File: config.mk
export PLATFORM = sky130hd
export DESIGN_NAME = adder32_bist
export DESIGN_NICKNAME = d
export VERILOG_FILES = /design/src/rtl/adder32_bist.sv
export SDC_FILE = /design/constraint.sdc
export NUM_CORES = 1
export LEC_CHECK = 0
export ABC_AREA = 1
export BUFFER_PORTS_ARGS = -buffer_cell sky130_fd_sc_hd__clkbuf_2
export CAP_MARGIN = 20
export CELL_PAD_IN_SITES_DETAIL_PLACEMENT = 0
export CELL_PAD_IN_SITES_GLOBAL_PLACEMENT = 1
export CORE_ASPECT_RATIO = 0.6
export CORE_MARGIN = 1
export CORE_UTILIZATION = 43
export CTS_BUF_LIST = sky130_fd_sc_hd__clkbuf_8
export CTS_CLUSTER_SIZE = 25
export DETAILED_ROUTE_END_ITERATION = 16
export PLACE_DENSITY = 0.91
export SLEW_MARGIN = 20
export SYNTH_ARGS = -nofsm -noshare
export SYNTH_HDL_FRONTEND = slang
export SYNTH_SLANG_ARGS = --single-unit
export TNS_END_PERCENT = 1
File: constraint.sdc
create_clock -name clk -period 3.5 [get_ports clk]
set_input_delay 0.525 -clock clk [delete_from_list [all_inputs] [get_ports clk]]
set_output_delay 0.525 -clock clk [all_outputs]
set_load 0.03 [all_outputs]
File: src/rtl/adder32_bist.sv
// adder32_bist: stimulus generator and result checker for a WIDTH-bit adder
module adder32_bist #(
    parameter int WIDTH = 32,
    parameter int NUM_VECTORS = 256,
    parameter int SETTLE_CYCLES = 2,
    parameter logic [31:0] SEED_A = 32'hACE1_2468,
    parameter logic [31:0] SEED_B = 32'h1357_BDF0
) (
    input  logic             clk,
    input  logic             rst_n,
    input  logic             start,
    output logic [WIDTH-1:0] dut_a,
    output logic [WIDTH-1:0] dut_b,
    output logic             dut_ci,
    input  logic [WIDTH-1:0] dut_s,
    input  logic             dut_co,
    output logic             busy,
    output logic             done,
    output logic             pass,
    output logic [15:0]      err_count,
    output logic [15:0]      first_fail_idx,
    output logic [15:0]      vec_count
);
    typedef enum logic [2:0] {IDLE, LOAD, SETTLE, CHECK, DONE} state_t;
    localparam logic [WIDTH-1:0] TAPS = WIDTH'(32'h8020_0003);
    state_t state, state_nx;
    logic [WIDTH-1:0] lfsr_a, lfsr_b, op_a, op_b;
    logic op_ci, go, last, settle_done, mismatch;
    logic [WIDTH:0] exp_sum;
    logic [15:0] settle_cnt;

    function automatic logic [WIDTH-1:0] lfsr_step(input logic [WIDTH-1:0] v);
        return (v >> 1) ^ (v[0] ? TAPS : '0);
    endfunction

    assign go = start & ~busy;
    assign last = vec_count == 16'(NUM_VECTORS - 1);
    assign settle_done = settle_cnt == 16'(SETTLE_CYCLES - 1);
    assign mismatch = (dut_s != exp_sum[WIDTH-1:0]) | (dut_co != exp_sum[WIDTH]);

    // Operand source: four directed corner vectors, then the two LFSRs
    always_comb begin
        op_a = lfsr_a;
        op_b = lfsr_b;
        op_ci = lfsr_a[WIDTH-1] ^ lfsr_b[0];
        case (vec_count)
            16'd0: begin op_a = WIDTH'(5); op_b = WIDTH'(10); op_ci = 1'b1; end
            16'd1: begin op_a = WIDTH'(10); op_b = WIDTH'(33); op_ci = 1'b0; end
            16'd2: begin op_a = WIDTH'(641322); op_b = WIDTH'(542343); op_ci = 1'b0; end
            16'd3: begin op_a = '1; op_b = WIDTH'(1); op_ci = 1'b0; end
            default: ;
        endcase
    end

    // State register
    always_ff @(posedge clk) begin
        if (!rst_n) state <= IDLE;
        else state <= state_nx;
    end

    // Next-state logic
    always_comb begin
        state_nx = state;
        case (state)
            IDLE:    state_nx = go ? LOAD : IDLE;
            LOAD:    state_nx = SETTLE;
            SETTLE:  state_nx = settle_done ? CHECK : SETTLE;
            CHECK:   state_nx = last ? DONE : LOAD;
            DONE:    state_nx = go ? LOAD : DONE;
            default: state_nx = IDLE;
        endcase
    end

    // Operand, reference, counter and status registers
    always_ff @(posedge clk) begin
        if (!rst_n) begin
            dut_a <= '0;
            dut_b <= '0;
            dut_ci <= 1'b0;
            busy <= 1'b0;
            done <= 1'b0;
            pass <= 1'b0;
            err_count <= '0;
            first_fail_idx <= 16'hFFFF;
            vec_count <= '0;
            lfsr_a <= WIDTH'(SEED_A);
            lfsr_b <= WIDTH'(SEED_B);
            exp_sum <= '0;
            settle_cnt <= '0;
        end else begin
            case (state)
                IDLE, DONE: begin
                    if (go) begin
                        busy <= 1'b1;
                        done <= 1'b0;
                        pass <= 1'b0;
                        err_count <= '0;
                        first_fail_idx <= 16'hFFFF;
                        vec_count <= '0;
                        lfsr_a <= WIDTH'(SEED_A);
                        lfsr_b <= WIDTH'(SEED_B);
                    end else if (state == DONE) begin
                        busy <= 1'b0;
                        done <= 1'b1;
                        pass <= err_count == 16'd0;
                    end
                end
                LOAD: begin
                    dut_a <= op_a;
                    dut_b <= op_b;
                    dut_ci <= op_ci;
                    exp_sum <= {1'b0, op_a} + {1'b0, op_b} + {{WIDTH{1'b0}}, op_ci};
                    settle_cnt <= '0;
                end
                SETTLE: settle_cnt <= settle_cnt + 16'd1;
                CHECK: begin
                    if (mismatch) begin
                        err_count <= (err_count == 16'hFFFF) ? err_count : err_count + 16'd1;
                        first_fail_idx <= (first_fail_idx == 16'hFFFF) ? vec_count : first_fail_idx;
                    end
                    if (!last) begin
                        vec_count <= vec_count + 16'd1;
                        if (vec_count >= 16'd4) begin
                            lfsr_a <= lfsr_step(lfsr_a);
                            lfsr_b <= lfsr_step(lfsr_b);
                        end
                    end
                end
                default: ;
            endcase
        end
    end
endmodule
==> flow_metrics.env <==
export IMPL_hp_class="primary input to flip-flop"
export IMPL_top_usage_layer="met1"
export IMPL_regArea_um2=4648
export IMPL_seqPwrFrac_pct=39.4
export IMPL_end_kind="flip-flop"
export IMPL_root_buffer="clkbuf_8"
export IMPL_power_switching_uw=2680
export IMPL_wl_per_cell_um=16.96
export IMPL_gp_congestion=1.018
export IMPL_fmax_mhz=293.5
export IMPL_finalHoldViolCount=0
export IMPL_grt_util_all_layers_pct=27.53
export IMPL_path_cells="inv_1 -> ha_2 -> o211ai_2 -> nand2_2 -> nor2_4 -> clkbuf_16 -> nand2_1 -> nand2_1 -> ha_2 -> nand2_2 -> inv_1 -> nand2_1 -> nand2_1 -> inv_1 -> nand2_1 -> a21oi_1 -> nand2_1 -> nand2_1 -> nand3_1 -> nand2_1 -> inv_1"
export IMPL_cts_buffer_depth=3
export IMPL_core_um2=30100
export IMPL_dr_pass1_iters=7
export IMPL_setup_tns_ns=0
export IMPL_syn_nets=2119
export IMPL_start_util_pct=43.93
export IMPL_placed_area_um2=14610
export IMPL_finalCritPeriodShare_pct=97.35
export IMPL_peakVddDrop_mv=0.2686
export IMPL_fin_skew_ns=0.02198
export IMPL_grt_pass1_wl_um=67780
export IMPL_rows=49
export IMPL_fill_cells=2986
export IMPL_area_growth_syn_to_layout_pct=20.50
export IMPL_vias=13940
export IMPL_synthCells=2042
export IMPL_drv_cap=0
export IMPL_syn_area_um2=13220
export IMPL_async_reset_ff_share_pct=0
export IMPL_synth_edff_count=0
export IMPL_p_comb_share_pct=25.8
export IMPL_ys_warn_count=0
export IMPL_grt_max_degree=160
export IMPL_slew_violations=0
export IMPL_cts_tree="built"
export IMPL_use_met3_pct=6.974
export IMPL_clkSinkCount=232
export IMPL_antenna_found_initial=0
export IMPL_die_x_um=228.4
export IMPL_max_slew_margin_pct=52.56
export IMPL_rsz0062_at_grt="true"
export IMPL_cp_required_ns=3.97
export IMPL_numCtsBuffers=40
export IMPL_syn_area_per_cell_um2=6.475
export IMPL_htree_levels=2
export IMPL_path_clk_slew_ns=0.06
export IMPL_gr_total_overflow=0
export IMPL_drc=0
export IMPL_die_y_um=137.8
export IMPL_netSwitchingFraction_pct=34.82
export IMPL_multi_input_comb_area_um2=7421
export IMPL_totalWireLength_um=45070
export IMPL_clock_latency_ns=0.58
export IMPL_ios=152
export IMPL_post_route_min_period_ns=3.407
export IMPL_critPathSlowestCell="dfxtp_2"
export IMPL_outcome="finished, final reports clean"
export IMPL_p_clk_share_pct=34.8
export IMPL_grt_util_met1_pct=44.86
export IMPL_hold_ws_ns=0.2302
export IMPL_routed_via_density=5.247
export IMPL_max_stage_delay_ns=0.36
export IMPL_route_antenna_remaining_nets=0
export IMPL_ys_seq_area_share_pct=35.12
export IMPL_worst_path_most_repeated_cell="nand2_1"
export IMPL_cp_start_kind="flip-flop"
export IMPL_tightest_slew_ns=0.7116
export IMPL_dp_hpwl_um=32510
export IMPL_p_leak_uw=0.007894
export IMPL_synthDistinctLibCells=46
export IMPL_ys_seq_elements=232
export IMPL_setup_viol=0
export IMPL_crit_type="flip-flop to flip-flop"
export IMPL_cellInternalPower_uw=5017
export IMPL_nNetsFinal=2300
export IMPL_p_per_area_nw_per_um2=483.1
export IMPL_fp_dieArea_um2=31480
export IMPL_drive_above_1_share_pct=16.59
export IMPL_drt_iter0_drc=1464
export IMPL_path_max_fanout=7
export IMPL_finalPower_uw=7697
export IMPL_postLayoutCellArea_um2=15930
export IMPL_num_antenna_cells=0
export IMPL_grt_pass1_vias=11970
export IMPL_worstPathArrival_ns=3.88
export IMPL_gr_usage_met2_pct=34.25
export IMPL_portBuffers=151
export IMPL_synth_flop_cell="dfxtp_1"
[cells in the final DEF (no fill, tap or decap), drive strengths merged, types with 3 or more instances in the layout]
master and count:
nor3 27, clkinv 5, nand2 588, nand4 30, inv 292, buf 74, ha 39, o21a 32
xnor2 23, xor2 21, o21ai 117, o21bai 21, dfxtp 232, o31ai 3, nand3b 6, nand3 187
a21oi 158, or2 4, a211oi 5, clkbuf 206, nor4 9, o211ai 4, nor3b 3, nor2 146
[cell usage after synthesis (2+ instances only)]
library cell,count,area [um2]
o21ai_0,117,585.6
nand2_2,2,12.51
nor3_1,25,125.1
a311oi_1,2,17.52
buf_4,6,45.04
a22oi_1,2,15.01
nand4_1,30,187.7
nor2_1,142,533.0
a31oi_1,2,12.51
o211ai_1,3,22.52
buf_2,25,125.1
and2_1,2,12.51
buf_6,2,22.52
a21oi_4,2,32.53
a221oi_1,2,17.52
or2_2,4,25.02
ha_1,39,488.0
xor2_1,21,183.9
o21a_1,32,240.2
nand2_1,586,2200
o21bai_1,21,157.7
nand3_1,185,925.9
clkbuf_1,42,157.7
inv_1,279,1047
fa_1,2,40.04
nand3b_1,6,45.04
a211oi_1,5,37.54
a21oi_1,156,780.8
xnor2_1,23,201.4
nor3b_1,2,15.01
buf_1,15,56.30
o31ai_1,3,22.52
dfxtp_1,232,4644
inv_2,4,15.01
nor3_2,2,20.02
nor4_1,9,56.30
[path summary, 6_finish.rpt]
path	slack [ns]	endpoint	depth (start not counted)	startpoint
hold / removal	0.23	err_count[4]	3	rst_n
hold reg to reg	0.47	lfsr_a[11]	2	lfsr_a[11]
setup reg to reg	0.09	exp_sum[27]	21	vec_count[0]
setup / recovery	0.09	exp_sum[27]	21	vec_count[0]
[power by group through the flow]
stage                     Sequential, uW  Combinational, uW  Clock (uW)
after CTS                           3030               1840        2720
after global placement              3080               1810           0
after floorplan                     3260               1030           0
final                               3030               1980        2680
after detailed placement            3080               1830           0
after global routing                3060               2160        2840
[logic make-up after synthesis]
logic type | after synthesis | share of synthesized area [%]
AOI/OAI and AO/OA | 350 | 14.88
adders and majority gates | 41 | 3.993
xor gates and xnor gates | 44 | 2.914
DFF | 232 | 35.12
and+or+nand+nor | 1001 | 31.95
buffers and inverters | 374 | 11.14
[repair_timing]
action,4_1_cts,5_1_grt
setup buffers,2,7
cloned,0,7
hold buffers,0,0
endpoints found under the setup margin,16,25
gates resized for setup,5,78
pin swaps,0,14
[sequential cells by signal, summed over array words and instances, names as in the netlist]
register        cells
busy                1
done                1
dut_a              32
dut_b              32
dut_ci              1
err_count          16
exp_sum            33
first_fail_idx     16
lfsr_a             32
lfsr_b             32
pass                1
settle_cnt         16
state               3
vec_count          16
[layer usage]
layer	wire length, um	vias to the layer above	part of all wire, %
li1	-	6929	-
met1	23050	6383	51
met2	16420	583	36
met3	4967	44	11
met4	537	2	1.2
met5	93	-	0.21
[final cells by class]
type / count / share of cell area (%)
clock inverters: 15 / 0.7460
multi-input cells: 1438 / 46.58
flip-flops and latches: 232 / 29.17
inverters: 284 / 6.691
repair buffers: 227 / 9.031
well taps: 408 / 3.204
clock buffers: 53 / 4.578
[critical path: cells and delay by family (launching register included)]
family                     cells  cell delay [ns]
adders and majority gates      2             0.57
DFF                            1             0.36
and+or+nand+nor               12             1.43
buffers and inverters          5             0.50
AOI/OAI and AO/OA              2             0.44
[through the flow]
stage / setup WS (ns) / cells / util (%)
2_1_floorplan: 0.1729 / 2042 / -
3_3_place_gp: -0.3458 / 2573 / 48.55
3_5_place_dp: -0.3738 / 2573 / 48.55
4_1_cts: 0.003739 / 2643 / 51.45
5_1_grt: -0.04003 / 2657 / 52.93
6_report: 0.09263 / 2657 / 52.93
No activity file was read; power rests on OpenSTA's default activity.
